<file path="src/rtl/ppu_mmu_bridge_pkg.sv">
// Shared definitions for the MMU-side PPU bridge: PPU modes, DMA states,
// address map constants and small decode helpers.
package ppu_mmu_bridge_pkg;

  typedef enum logic [1:0] {
    MODE_0 = 2'd0,
    MODE_1 = 2'd1,
    MODE_2 = 2'd2,
    MODE_3 = 2'd3
  } ppu_mode_t;

  typedef enum logic [1:0] {
    DMA_IDLE  = 2'd0,
    DMA_START = 2'd1,
    DMA_XFER  = 2'd2
  } dma_state_t;

  localparam logic [15:0] VRAM_BASE      = 16'h8000;
  localparam logic [15:0] VRAM_END       = 16'h9FFF;
  localparam logic [15:0] OAM_BASE       = 16'hFE00;
  localparam logic [15:0] OAM_END        = 16'hFE9F;
  localparam logic [15:0] OAM_UNUSED_END = 16'hFEFF;
  localparam logic [15:0] PPU_REG_BASE   = 16'hFF40;
  localparam logic [15:0] PPU_REG_END    = 16'hFF4B;
  localparam logic [15:0] DMA_REG        = 16'hFF46;

  localparam logic [7:0] OPEN_BUS    = 8'hFF;
  localparam logic [7:0] ECHO_HI_MIN = 8'hE0;
  localparam logic [7:0] ECHO_OFFSET = 8'h20;

  function automatic logic in_range(input logic [15:0] addr,
                                    input logic [15:0] lo,
                                    input logic [15:0] hi);
    return (addr >= lo) && (addr <= hi);
  endfunction

  // E0-FF pages are echo RAM; fold them back onto C0-DF.
  function automatic logic [7:0] dma_src_hi(input logic [7:0] page);
    logic [7:0] result;
    if (page >= ECHO_HI_MIN) begin
      result = page - ECHO_OFFSET;
    end else begin
      result = page;
    end
    return result;
  endfunction

endpackage

</file>
<file path="src/rtl/ppu_mmu_bridge_if.sv">
// Bus bundle between the MMU bridge (master) and the CPU/PPU/memory side (slave).
interface ppu_mmu_bridge_if;
  import ppu_mmu_bridge_pkg::*;

  logic [15:0] cpu_addr;
  logic        cpu_rd;
  logic        cpu_wr;
  logic [7:0]  cpu_wdata;
  logic [7:0]  cpu_rdata;
  ppu_mode_t   ppu_mode;
  logic [15:0] reg_addr;
  logic        reg_write_en;
  logic [7:0]  reg_wdata;
  logic [7:0]  reg_rdata;
  logic [12:0] vram_addr;
  logic        vram_we;
  logic [7:0]  vram_wdata;
  logic [7:0]  vram_rdata;
  logic [7:0]  oam_addr;
  logic        oam_we;
  logic [7:0]  oam_wdata;
  logic [7:0]  oam_rdata;
  logic [15:0] dma_src_addr;
  logic        dma_src_rd;
  logic [7:0]  dma_src_rdata;
  logic        dma_active;

  modport master (
    input  cpu_addr, cpu_rd, cpu_wr, cpu_wdata, ppu_mode,
    input  reg_rdata, vram_rdata, oam_rdata, dma_src_rdata,
    output cpu_rdata, reg_addr, reg_write_en, reg_wdata,
    output vram_addr, vram_we, vram_wdata,
    output oam_addr, oam_we, oam_wdata,
    output dma_src_addr, dma_src_rd, dma_active
  );

  modport slave (
    output cpu_addr, cpu_rd, cpu_wr, cpu_wdata, ppu_mode,
    output reg_rdata, vram_rdata, oam_rdata, dma_src_rdata,
    input  cpu_rdata, reg_addr, reg_write_en, reg_wdata,
    input  vram_addr, vram_we, vram_wdata,
    input  oam_addr, oam_we, oam_wdata,
    input  dma_src_addr, dma_src_rd, dma_active
  );

endinterface

</file>
<file path="src/rtl/ppu_mmu_bridge_oam_dma.sv">
// OAM DMA engine: one START slot, then one source read and one OAM write
// per byte slot of DMA_CYCLES_PER_BYTE clocks.
module ppu_mmu_bridge_oam_dma
  import ppu_mmu_bridge_pkg::*;
#(
  parameter int DMA_CYCLES_PER_BYTE = 4,
  parameter int OAM_BYTES           = 160
) (
  input  logic        clk,
  input  logic        rst_n,
  input  logic        start_i,
  input  logic [7:0]  start_data_i,
  input  logic [7:0]  src_rdata_i,
  output logic        dma_active_o,
  output logic [15:0] src_addr_o,
  output logic        src_rd_o,
  output logic        oam_we_o,
  output logic [7:0]  oam_addr_o,
  output logic [7:0]  oam_wdata_o,
  output logic [7:0]  shadow_o
);

  localparam logic [3:0] SLOT_LAST = 4'(DMA_CYCLES_PER_BYTE - 1);
  localparam logic [7:0] IDX_LAST  = 8'(OAM_BYTES - 1);

  dma_state_t state_q, state_d;
  logic [3:0] slot_q, slot_d;
  logic [7:0] idx_q, idx_d;
  logic [7:0] src_hi_q, src_hi_d;
  logic [7:0] shadow_q, shadow_d;

  // State, slot counter, byte index and source/shadow registers.
  always_ff @(posedge clk or negedge rst_n) begin
    if (!rst_n) begin
      state_q  <= DMA_IDLE;
      slot_q   <= 4'd0;
      idx_q    <= 8'd0;
      src_hi_q <= 8'h00;
      shadow_q <= 8'h00;
    end else begin
      state_q  <= state_d;
      slot_q   <= slot_d;
      idx_q    <= idx_d;
      src_hi_q <= src_hi_d;
      shadow_q <= shadow_d;
    end
  end

  // Next-state logic; a register write always restarts from START.
  always_comb begin
    state_d  = state_q;
    slot_d   = slot_q;
    idx_d    = idx_q;
    src_hi_d = src_hi_q;
    shadow_d = shadow_q;
    if (start_i) begin
      shadow_d = start_data_i;
      src_hi_d = dma_src_hi(start_data_i);
      state_d  = DMA_START;
      slot_d   = 4'd0;
      idx_d    = 8'd0;
    end else begin
      case (state_q)
        DMA_IDLE: begin
          slot_d = 4'd0;
          idx_d  = 8'd0;
        end
        DMA_START: begin
          if (slot_q == SLOT_LAST) begin
            state_d = DMA_XFER;
            slot_d  = 4'd0;
            idx_d   = 8'd0;
          end else begin
            slot_d = slot_q + 4'd1;
          end
        end
        DMA_XFER: begin
          if (slot_q == SLOT_LAST) begin
            slot_d = 4'd0;
            if (idx_q == IDX_LAST) begin
              state_d = DMA_IDLE;
              idx_d   = 8'd0;
            end else begin
              idx_d = idx_q + 8'd1;
            end
          end else begin
            slot_d = slot_q + 4'd1;
          end
        end
        default: begin
          state_d = DMA_IDLE;
          slot_d  = 4'd0;
          idx_d   = 8'd0;
        end
      endcase
    end
  end

  // Slot clock 0 issues the source read, slot clock 1 writes the returned byte.
  always_comb begin
    dma_active_o = (state_q != DMA_IDLE);
    src_addr_o   = {src_hi_q, idx_q};
    src_rd_o     = (state_q == DMA_XFER) && (slot_q == 4'd0);
    oam_we_o     = (state_q == DMA_XFER) && (slot_q == 4'd1);
    oam_addr_o   = idx_q;
    oam_wdata_o  = src_rdata_i;
    shadow_o     = shadow_q;
  end

endmodule

</file>
<file path="src/rtl/ppu_mmu_bridge.sv">
// MMU-side PPU bridge: CPU address decode toward PPU registers, VRAM/OAM
// access gating by PPU mode, and the FF46 OAM DMA engine.
module ppu_mmu_bridge
  import ppu_mmu_bridge_pkg::*;
#(
  parameter int DMA_CYCLES_PER_BYTE = 4,
  parameter int OAM_BYTES           = 160
) (
  input  logic              clk,
  input  logic              reset,
  ppu_mmu_bridge_if.master  bus
);

  generate
    if (DMA_CYCLES_PER_BYTE < 2 || DMA_CYCLES_PER_BYTE > 15) begin : g_bad_cpb
      $error("DMA_CYCLES_PER_BYTE must be within 2..15");
    end
    if (OAM_BYTES < 1 || OAM_BYTES > 256) begin : g_bad_oam_bytes
      $error("OAM_BYTES must be within 1..256");
    end
  endgenerate

  logic        dma_start_s;
  logic        dma_active_s;
  logic [15:0] dma_src_addr_s;
  logic        dma_src_rd_s;
  logic        dma_oam_we_s;
  logic [7:0]  dma_oam_addr_s;
  logic [7:0]  dma_oam_wdata_s;
  logic [7:0]  shadow_s;
  logic        in_reg_s;
  logic        in_vram_s;
  logic        in_oam_s;
  logic        in_oam_unused_s;
  logic        vram_lock_s;
  logic        oam_lock_s;

  assign dma_start_s = bus.cpu_wr && (bus.cpu_addr == DMA_REG);

  ppu_mmu_bridge_oam_dma #(
    .DMA_CYCLES_PER_BYTE (DMA_CYCLES_PER_BYTE),
    .OAM_BYTES           (OAM_BYTES)
  ) u_oam_dma (
    .clk          (clk),
    .rst_n        (reset),
    .start_i      (dma_start_s),
    .start_data_i (bus.cpu_wdata),
    .src_rdata_i  (bus.dma_src_rdata),
    .dma_active_o (dma_active_s),
    .src_addr_o   (dma_src_addr_s),
    .src_rd_o     (dma_src_rd_s),
    .oam_we_o     (dma_oam_we_s),
    .oam_addr_o   (dma_oam_addr_s),
    .oam_wdata_o  (dma_oam_wdata_s),
    .shadow_o     (shadow_s)
  );

  // Region decode and per-clock lock evaluation from the live PPU mode.
  always_comb begin
    in_reg_s        = in_range(bus.cpu_addr, PPU_REG_BASE, PPU_REG_END) &&
                      (bus.cpu_addr != DMA_REG);
    in_vram_s       = in_range(bus.cpu_addr, VRAM_BASE, VRAM_END);
    in_oam_s        = in_range(bus.cpu_addr, OAM_BASE, OAM_END);
    in_oam_unused_s = (bus.cpu_addr > OAM_END) && (bus.cpu_addr <= OAM_UNUSED_END);
    vram_lock_s     = (bus.ppu_mode == MODE_3);
    oam_lock_s      = (bus.ppu_mode == MODE_2) || (bus.ppu_mode == MODE_3) || dma_active_s;
  end

  // Write-side routing; the DMA engine owns the OAM port while active.
  always_comb begin
    bus.reg_addr     = bus.cpu_addr;
    bus.reg_wdata    = bus.cpu_wdata;
    bus.reg_write_en = bus.cpu_wr && in_reg_s;
    bus.vram_addr    = bus.cpu_addr[12:0];
    bus.vram_wdata   = bus.cpu_wdata;
    bus.vram_we      = bus.cpu_wr && in_vram_s && !vram_lock_s;
    bus.dma_src_addr = dma_src_addr_s;
    bus.dma_src_rd   = dma_src_rd_s;
    bus.dma_active   = dma_active_s;
    if (dma_active_s) begin
      bus.oam_addr  = dma_oam_addr_s;
      bus.oam_wdata = dma_oam_wdata_s;
      bus.oam_we    = dma_oam_we_s;
    end else begin
      bus.oam_addr  = bus.cpu_addr[7:0];
      bus.oam_wdata = bus.cpu_wdata;
      bus.oam_we    = bus.cpu_wr && in_oam_s && !oam_lock_s;
    end
  end

  // CPU read mux; undecoded space and idle cycles float to open bus.
  always_comb begin
    bus.cpu_rdata = OPEN_BUS;
    if (!bus.cpu_rd) begin
      bus.cpu_rdata = OPEN_BUS;
    end else if (in_reg_s) begin
      bus.cpu_rdata = bus.reg_rdata;
    end else if (bus.cpu_addr == DMA_REG) begin
      bus.cpu_rdata = shadow_s;
    end else if (in_vram_s) begin
      bus.cpu_rdata = vram_lock_s ? OPEN_BUS : bus.vram_rdata;
    end else if (in_oam_s) begin
      bus.cpu_rdata = oam_lock_s ? OPEN_BUS : bus.oam_rdata;
    end else if (in_oam_unused_s) begin
      bus.cpu_rdata = 8'h00;
    end else begin
      bus.cpu_rdata = OPEN_BUS;
    end
  end

endmodule

</file>
<file path="src/flat_wrapper.sv">
// flat-port wrapper written by rule: the top's interface ports become plain ports
module ppu_mmu_bridge_flat import ppu_mmu_bridge_pkg::*;
#(
  parameter int DMA_CYCLES_PER_BYTE = 4,
  parameter int OAM_BYTES           = 160
)
  (clk, reset, bus_cpu_addr, bus_cpu_rd, bus_cpu_wr, bus_cpu_wdata, bus_ppu_mode, bus_reg_rdata, bus_vram_rdata, bus_oam_rdata, bus_dma_src_rdata, bus_cpu_rdata, bus_reg_addr, bus_reg_write_en, bus_reg_wdata, bus_vram_addr, bus_vram_we, bus_vram_wdata, bus_oam_addr, bus_oam_we, bus_oam_wdata, bus_dma_src_addr, bus_dma_src_rd, bus_dma_active);
  ppu_mmu_bridge_if bus_i ();
  input  logic clk;
  input  logic reset;
  input wire logic [$bits(bus_i.cpu_addr)-1:0] bus_cpu_addr;
  input wire logic [$bits(bus_i.cpu_rd)-1:0] bus_cpu_rd;
  input wire logic [$bits(bus_i.cpu_wr)-1:0] bus_cpu_wr;
  input wire logic [$bits(bus_i.cpu_wdata)-1:0] bus_cpu_wdata;
  input wire logic [$bits(bus_i.ppu_mode)-1:0] bus_ppu_mode;
  input wire logic [$bits(bus_i.reg_rdata)-1:0] bus_reg_rdata;
  input wire logic [$bits(bus_i.vram_rdata)-1:0] bus_vram_rdata;
  input wire logic [$bits(bus_i.oam_rdata)-1:0] bus_oam_rdata;
  input wire logic [$bits(bus_i.dma_src_rdata)-1:0] bus_dma_src_rdata;
  output wire logic [$bits(bus_i.cpu_rdata)-1:0] bus_cpu_rdata;
  output wire logic [$bits(bus_i.reg_addr)-1:0] bus_reg_addr;
  output wire logic [$bits(bus_i.reg_write_en)-1:0] bus_reg_write_en;
  output wire logic [$bits(bus_i.reg_wdata)-1:0] bus_reg_wdata;
  output wire logic [$bits(bus_i.vram_addr)-1:0] bus_vram_addr;
  output wire logic [$bits(bus_i.vram_we)-1:0] bus_vram_we;
  output wire logic [$bits(bus_i.vram_wdata)-1:0] bus_vram_wdata;
  output wire logic [$bits(bus_i.oam_addr)-1:0] bus_oam_addr;
  output wire logic [$bits(bus_i.oam_we)-1:0] bus_oam_we;
  output wire logic [$bits(bus_i.oam_wdata)-1:0] bus_oam_wdata;
  output wire logic [$bits(bus_i.dma_src_addr)-1:0] bus_dma_src_addr;
  output wire logic [$bits(bus_i.dma_src_rd)-1:0] bus_dma_src_rd;
  output wire logic [$bits(bus_i.dma_active)-1:0] bus_dma_active;
  assign bus_i.cpu_addr = bus_cpu_addr;
  assign bus_i.cpu_rd = bus_cpu_rd;
  assign bus_i.cpu_wr = bus_cpu_wr;
  assign bus_i.cpu_wdata = bus_cpu_wdata;
  assign bus_i.ppu_mode = bus_ppu_mode;
  assign bus_i.reg_rdata = bus_reg_rdata;
  assign bus_i.vram_rdata = bus_vram_rdata;
  assign bus_i.oam_rdata = bus_oam_rdata;
  assign bus_i.dma_src_rdata = bus_dma_src_rdata;
  assign bus_cpu_rdata = bus_i.cpu_rdata;
  assign bus_reg_addr = bus_i.reg_addr;
  assign bus_reg_write_en = bus_i.reg_write_en;
  assign bus_reg_wdata = bus_i.reg_wdata;
  assign bus_vram_addr = bus_i.vram_addr;
  assign bus_vram_we = bus_i.vram_we;
  assign bus_vram_wdata = bus_i.vram_wdata;
  assign bus_oam_addr = bus_i.oam_addr;
  assign bus_oam_we = bus_i.oam_we;
  assign bus_oam_wdata = bus_i.oam_wdata;
  assign bus_dma_src_addr = bus_i.dma_src_addr;
  assign bus_dma_src_rd = bus_i.dma_src_rd;
  assign bus_dma_active = bus_i.dma_active;
  ppu_mmu_bridge #(.DMA_CYCLES_PER_BYTE(DMA_CYCLES_PER_BYTE), .OAM_BYTES(OAM_BYTES)) u_core (.clk(clk), .reset(reset), .bus(bus_i));
endmodule
</file>
<file path="config.mk">
export PLATFORM = sky130hd
export DESIGN_NAME = ppu_mmu_bridge_flat
export DESIGN_NICKNAME = d
export VERILOG_FILES = /design/src/rtl/ppu_mmu_bridge_pkg.sv /design/src/rtl/ppu_mmu_bridge_if.sv /design/src/rtl/ppu_mmu_bridge_oam_dma.sv /design/src/rtl/ppu_mmu_bridge.sv /design/src/flat_wrapper.sv
export SDC_FILE = /design/constraint.sdc
export NUM_CORES = 1
export LEC_CHECK = 0
export CAP_MARGIN = 20
export CORE_MARGIN = 10
export CORE_UTILIZATION = 40
export DETAILED_ROUTE_END_ITERATION = 7
export DONT_BUFFER_PORTS = 1
export GPL_TIMING_DRIVEN = 1
export PLACE_DENSITY = 0.66
export SLEW_MARGIN = 20
export SYNTH_ARGS = -nofsm -noshare
export SYNTH_HDL_FRONTEND = slang
export SYNTH_SLANG_ARGS = --single-unit
export TNS_END_PERCENT = 30
</file>
<file path="constraint.sdc">
create_clock -name clk -period 1.7 [get_ports clk]
set_input_delay 0.17 -clock clk [delete_from_list [all_inputs] [get_ports clk]]
set_output_delay 0.17 -clock clk [all_outputs]
set_load 0.005 [all_outputs]
</file>
==> results of run 1 <==
[power by group through the flow]
stage	combinational, uW	clock [uW]	sequential [uW]
floorplan	785	0	813
global placement	1240	0	778
detailed placement	1250	0	779
CTS	1380	379	768
global route	1670	400	789
finish	1520	369	771
[final cells by class]
type	instances	share of cell area
Timing Repair Buffer	44	0.140
Inverter	11	0.0158
Clock buffer	3	0.0158
Tap cell	75	0.0358
Multi-Input combinational cell	180	0.552
Sequential cell	25	0.239
Clock inverter	1	0.00191
[timing repair]
item	4_1_cts	5_1_grt
setup buffers	3	6
endpoints found under the hold margin	25	0
endpoints found under the setup margin	24	30
resized for setup	19	23
pin swaps	13	9
hold buffers	2	0
cloned	1	0
[stage by stage]
| stage | utilization | TNS [ns] |
|---|---|---|
| after floorplan | - | -0.0317 |
| after global placement | 0.399 | 0 |
| after detailed placement | 0.399 | -0.146 |
| after CTS | 0.422 | -0.178 |
| after global routing | 0.448 | -1.31 |
| final | 0.448 | -0.310 |
[registers in the layout, summed over array words and instances, names as in the netlist]
register	cells
u_core.u_oam_dma.oam_addr_o	8
u_core.u_oam_dma.src_hi_q	8
u_core.u_oam_dma.slot_q	4
u_core.u_oam_dma.shadow_o	3
u_core.u_oam_dma.state_q	2
[how the worst max path moves through the flow]
| stage | to | slack (ns) | start | cells after the start |
|---|---|---|---|---|
| 4_1_cts | bus_cpu_rdata[4] | -0.04 | u_core.u_oam_dma.state_q[1] | 7 |
| 3_5_place_dp | bus_cpu_rdata[4] | -0.04 | u_core.u_oam_dma.state_q[0] | 8 |
| 6_report | bus_cpu_rdata[0] | -0.06 | u_core.u_oam_dma.state_q[1] | 7 |
| 3_3_place_gp | bus_cpu_rdata[0] | 0.02 | u_core.u_oam_dma.state_q[0] | 8 |
| 2_1_floorplan | u_core.u_oam_dma.oam_addr_o[5] | -0.03 | u_core.u_oam_dma.oam_addr_o[1] | 5 |
| 5_1_grt | bus_cpu_rdata[7] | -0.15 | u_core.u_oam_dma.state_q[0] | 7 |
[placed cells by master, fill, tap and decap left out, drive strengths merged, types with 2 or more instances in the layout]
master / n
a21o: 11
a21oi: 28
a31oi: 5
and3: 4
and4: 4
buf: 43
clkbuf: 3
dfrtp: 25
ha: 8
inv: 11
mux2: 26
nand2: 10
nand2b: 9
nand3: 17
nand3b: 2
nand4: 3
nor2: 14
nor2b: 5
nor3b: 4
nor4b: 2
o21ai: 7
o311ai: 8
or4: 3
[logic make-up (layout without fill, tap and decap cells)]
| kind of cell | after synthesis | in the layout | share of synthesized area |
|---|---|---|---|
| XOR/XNOR | 1 | 1 | 0.00367 |
| AND/OR/NAND/NOR | 81 | 82 | 0.210 |
| multiplexers | 27 | 27 | 0.127 |
| adder cells (fa/ha/maj) | 8 | 8 | 0.0419 |
| flip-flops | 25 | 25 | 0.262 |
| AO/OA/AOI/OAI | 62 | 62 | 0.162 |
| buffers and inverters | 71 | 59 | 0.194 |
[layer usage]
layer  vias up  GRT usage  routed length, microns
li1        915          -                       -
met1       931      0.162                    2980
met2        99      0.248                    3550
met3         7     0.0356                     550
met4         0     0.0414                      95
met5         -          0                       0
[worst max-delay path: stages, from the launching register on]
cell and delay [ns]:
dfrtp_1 0.40, inv_2 0.09, ha_4 0.15, nor2b_4 0.20
nand2b_1 0.09, a21oi_2 0.13, o311ai_2 0.09, buf_4 0.15
==> run metrics, run 1 <==
outcome=finished with violations; failing checks=negative setup slack; Hold/Removal Path Class=input port to register; fin area=around 0.0026 sq mm; final hold violations=0; GRT Resource Usage Total=0.140; via count=1,952; initial antenna violation count=0; Die Ht=between 90 and 100 microns; nets@finish=335; switching power=1030 uW; Netlist cell types=just over 40; min Tclk post-route=1.76 ns; WP data arrival=1.59 ns; R2R cell count=8; CP endpoint kind=primary output; Data required, critical path=1.53 ns; RR Endpoint=u_core.u_oam_dma.oam_addr_o[5]; Pwr Density=1020 mW/mm^2; ys async rst share=1.00; post-route ant nets=0; Placed Area=0.00233 sq mm; Int Power=approximately 1600 uW; Syn Nets=345; Reg power frac=0.290; sequential area share after synthesis=0.262; mapped cell area=approximately 0.0024 sq mm; root buf cell=clkbuf_8; die width=97.3 microns; area grow syn2layout=9.64%; Setup Skew=0.000643 ns; Synth top area share=0.262; Peak Freq=around 570 MHz; drt via density=5.76; Initial Util=0.408; Final HPWL DP=5.58 mm; critical path launch point type=register; final antenna diode count=0; EDFF count, synth=0; drt first pass iters=4; Mapped Avg Cell Area=8.69 sq um; leakage=around 0.0012 uW; CTS tree=yes; Core Area=0.00585 sq mm; filler instances=579; largest net degree at the start of global routing=26; Syn. warnings=0; Sw Ratio=0.386; Clock transition at path regs=approximately 0.09 ns; Tcrit/Tclk final=1.03; crit path max fanout=5; CTS Buf Count=3; clk sinks=25; combinational power share=0.572; Post-Place Setup Slack=-0.0368 ns; CP Class=register to primary output; max-slew violation count=0; Clock Tree Buf Depth=2; hold path endpoint=u_core.u_oam_dma.src_hi_q[4]; hold slack=0.0214 ns; Max IR drop VDD=between 0.3 and 0.4 mV; grt total ovfl=0; largest cells by area after synthesis=dfrtp_1 (26%), buf_4 (16%), mux2_2 (9.4%), a21oi_1 (5.9%), ha_1 (4.2%); routed length per instance=21.2 microns; layout cell share with drive strength beyond 1=0.367; Remaining DRCs=0; worst skew pair latency=0.27 ns; worst-margin pin slew=0.562 ns; IO Pins=152; endpoints failing setup=8; R2R Path Start=u_core.u_oam_dma.state_q[1]; 1st-iter DRT viols=135; total power=2660 uW; Multi-input gate area=approximately 0.0014 sq mm; global placement routability congestion=0.889; Hold Path Depth=1; row cnt=28; WL final=7.18 mm; Clock power frac=0.139; hold path start=bus_cpu_wdata[4]; H-Tree Depth=1; PortBufs=0; Worst R2R Setup Slack=-0.05 ns; Post-synth top cells=buf_4 (50), a21oi_1 (28), dfrtp_1 (25); placed cells=324; MaxCap Viol Count=0; Yosys reg bits=25; Final WS setup=-0.0571 ns; Primary FF master, synth=dfrtp_1; Slew headroom=0.623; Storage cell area=627 sq um; unrepaired setup endpoints after global routing=true; post-synth top area cell=dfrtp_1; vias in the first global route=1,989; die area=0.00946 sq mm; Syn Inst Count=275; final cell count without fillers=339; top-count cell post-synth=buf_4; global-route wire length before repair=approximately 11 mm
Power figures use the tool's default switching activity.
==> run 2, diff against run 1 <==
- SYNTH_HIERARCHICAL: default -> 1
==> run metrics, run 2 <==
outcome=finished with violations; failing checks=negative setup slack; final hold violations=0 (unchanged); mapped cell area=0.00249 sq mm (+4.4%); nets@finish=314 (-6.3%); Synth top area share=0.251 (-0.0110); Hold/Removal Path Class=input port to register; CTS tree=yes; Sw Ratio=0.385 (-0.00150); die width=99.0 microns (+1.7%); Int Power=1520 uW (-6.9%); drt via density=6.02 (+4.6%); 1st-iter DRT viols=94 (-30%); most common cell after layout, fill and taps aside=mux2_2; unrepaired setup endpoints after global routing=true; Slew headroom=0.725 (+0.102); buffer and inverter count on the worst path=2 (unchanged); drt first pass iters=4 (unchanged); Syn Nets=358 (+3.8%); CP endpoint kind=primary output; post-route ant nets=0 (unchanged); root buf cell=clkbuf_8; Clock Tree Buf Depth=2 (unchanged); Placed Area=0.00219 sq mm (-6.3%); IO Pins=152 (unchanged); row cnt=28 (unchanged); EDFF count, synth=0 (unchanged); largest cells by area after synthesis=dfrtp_1 (25%), buf_4 (20%), mux2_2 (12%), nand3_1 (5.0%), ha_1 (4.0%); endpoints failing setup=27 (+19); ys async rst share=1.00 (unchanged); switching power=952 uW (-7.5%); MaxCap Viol Count=0 (unchanged); largest delay contributor family on the critical path=compound AO/OA/AOI/OAI gates; Die Ht=99.0 microns (+1.7%); Syn Inst Count=288 (+4.7%); Clock power frac=0.146 (+0.007); R2R Path Start=u_core/u_oam_dma/state_q[1]; GRT Resource Usage Total=0.135 (-0.00568); Yosys reg bits=25 (unchanged); Worst R2R Setup Slack=-0.12 ns (-0.07 ns); clk sinks=25 (unchanged); die area=0.00979 sq mm (+3.5%); via count=1,915 (-1.9%); Clock transition at path regs=0.10 ns (about the same); Peak Freq=519 MHz (-8.8%); Post-synth top cells=buf_4 (67), mux2_2 (27), nor2_1 (26); top-count cell post-synth=buf_4; Slowest cell on crit path=dfrtp_1; Netlist cell types=46 (+12%); worst skew pair latency=0.27 ns (about the same); Data required, critical path=1.53 ns (about the same); Tcrit/Tclk final=1.13 (+0.100); Core Area=0.00599 sq mm (+2.4%); sequential area share after synthesis=0.251 (-0.0110); initial antenna violation count=0 (unchanged); global placement routability congestion=0.833 (-6.3%); critical-path cell list=inv_2 -> ha_4 -> clkinvlp_4 -> o31a_1 -> o22ai_2 -> o211ai_1; WP data arrival=1.76 ns (+0.17 ns); Post-Place Setup Slack=-0.0866 ns (-0.0498 ns); Final HPWL DP=5.73 mm (+2.7%); Setup Skew=0.00532 ns (+0.00468 ns); Initial Util=0.416 (+0.00799); combinational power share=0.545 (-0.027); area grow syn2layout=-1.20%; crit path max fanout=8 (+3); H-Tree Depth=1 (unchanged); Max stage delay on crit path=0.40 ns (about the same); grt total ovfl=0 (unchanged); largest net degree at the start of global routing=26 (unchanged); final antenna diode count=0 (unchanged); commonest non-fill, non-tap cells in the layout=mux2_2 (26), nand3_1 (25), dfrtp_1 (25); WL final=7.39 mm (+2.9%); fin area=0.00246 sq mm (-5.9%); Syn. warnings=6 (+6); CP Class=register to primary output; Reg power frac=0.309 (+0.019); critical path launch point type=register; worst-margin pin slew=0.411 ns (-0.151 ns); Remaining DRCs=0 (unchanged); Mapped Avg Cell Area=8.66 sq um (-0.31%); min Tclk post-route=1.93 ns (+0.170 ns); CP Depth=6 (-1); CTS Buf Count=3 (unchanged); Setup crit end=bus_cpu_rdata[4]; RR Endpoint=u_core/u_oam_dma/oam_addr_o[7]; global-route wire length before repair=11.0 mm (-3.0%); R2R cell count=9 (+1); PortBufs=0 (unchanged); max-slew violation count=0 (unchanged); leakage=0.00103 uW (-12%); routed length per instance=23.2 microns (+9.7%); post-synth top area cell=dfrtp_1; Primary FF master, synth=dfrtp_1; Critical Path Start=u_core/u_oam_dma/state_q[1]; Max IR drop VDD=0.398 mV (+6.3%); vias in the first global route=1,852 (-6.9%); Final WS setup=-0.227 ns (-0.170 ns); Pwr Density=1000 mW/mm^2 (-1.3%); layout cell share with drive strength beyond 1=0.366 (-0.00117)
run 2: cell count changes in the layout (fill, tap and decap cells not counted), sizes merged, moves of 4 or more:
cell,delta
a21o,-10
a21oi,-18
buf,-15
nand2b,-7
nand3,+8
nor2,+12
nor2b,-5
o211ai,+8
o21ai,+4
o22ai,+8
o311ai,-7
o31a,+8
run 2: layout make-up:
class,instances,area (sq um)
fill,587,3530
multi-input combinational,173,1380
sequential,25,626
timing repair buffer,29,264
tap,75,93.8
inverter,11,45.0
clock buffer,3,41.3
clock inverter,1,7.51
timing repair inverter,1,7.51
run 2: layer usage:
| layer | up-vias | wire [microns] | GRT usage |
|---|---|---|---|
| met1 | 917 | 2800 | 0.153 |
| met5 | - | 0 | 0 |
| met3 | 8 | 837 | 0.0545 |
| met2 | 121 | 3650 | 0.231 |
| li1 | 869 | - | - |
| met4 | 0 | 102 | 0.0287 |
run 2: logic make-up (layout without fill, tap and decap cells):
kind of cell | after synthesis | in the layout | synth area share
mux | 27 | 27 | 0.122
fa+ha+maj | 8 | 8 | 0.0401
buf+inv | 90 | 45 | 0.255
compound gates | 57 | 57 | 0.159
flops | 25 | 25 | 0.251
simple gates | 79 | 79 | 0.167
xor+xnor | 2 | 2 | 0.00703
run 2: worst reg2reg max path: stages (launching register included):
cell	delay (ns)
dfrtp_1	0.37
inv_2	0.06
buf_4	0.12
buf_4	0.12
buf_4	0.13
ha_4	0.16
o21bai_4	0.16
o2111ai_2	0.15
or3_1	0.35
a21oi_2	0.12
run 2: worst min path at each step:
stage / endpoint / slack (ns) / cells after the start / startpoint
floorplan: u_core/u_oam_dma/oam_addr_o[0] / -0.13 / 0 / reset
global placement: u_core/u_oam_dma/src_hi_q[7] / -0.12 / 0 / reset
detailed placement: u_core/u_oam_dma/src_hi_q[7] / -0.12 / 0 / reset
CTS: u_core/u_oam_dma/src_hi_q[5] / 0.04 / 2 / bus_cpu_wdata[5]
global route: u_core/u_oam_dma/shadow_o[6] / 0.03 / 1 / bus_cpu_wdata[6]
finish: u_core/u_oam_dma/src_hi_q[5] / 0.04 / 2 / bus_cpu_wdata[5]
run 2: power groups by stage:
| stage | Sequential (uW) | Clock (uW) | Combinational, uW |
|---|---|---|---|
| after global routing | 779 | 397 | 1470 |
| final | 765 | 360 | 1350 |
| after detailed placement | 770 | 0 | 1070 |
| after floorplan | 779 | 0 | 907 |
| after CTS | 759 | 375 | 1160 |
| after global placement | 766 | 0 | 1050 |
run 2: what timing repair did:
item,in CTS,in global routing
gates cloned,1,0
setup buffers,2,5
hold buffers,2,0
endpoints found under the setup margin,27,34
resized for setup,11,25
pin swaps,12,12
hold endpoints to repair,25,0
run 2: per-stage QoR:
stage,total power (uW),hold slack [ns],TNS [ns],std cells,util
final,2470,0.0375,-4.40,318,0.411
after global routing,2650,0.0348,-6.46,318,0.411
after CTS,2300,0.0371,-2.30,313,0.388
after detailed placement,1840,-0.125,-1.13,304,0.365
after global placement,1810,-0.125,-0.408,304,0.365
after floorplan,1690,-0.126,-0.720,288,-
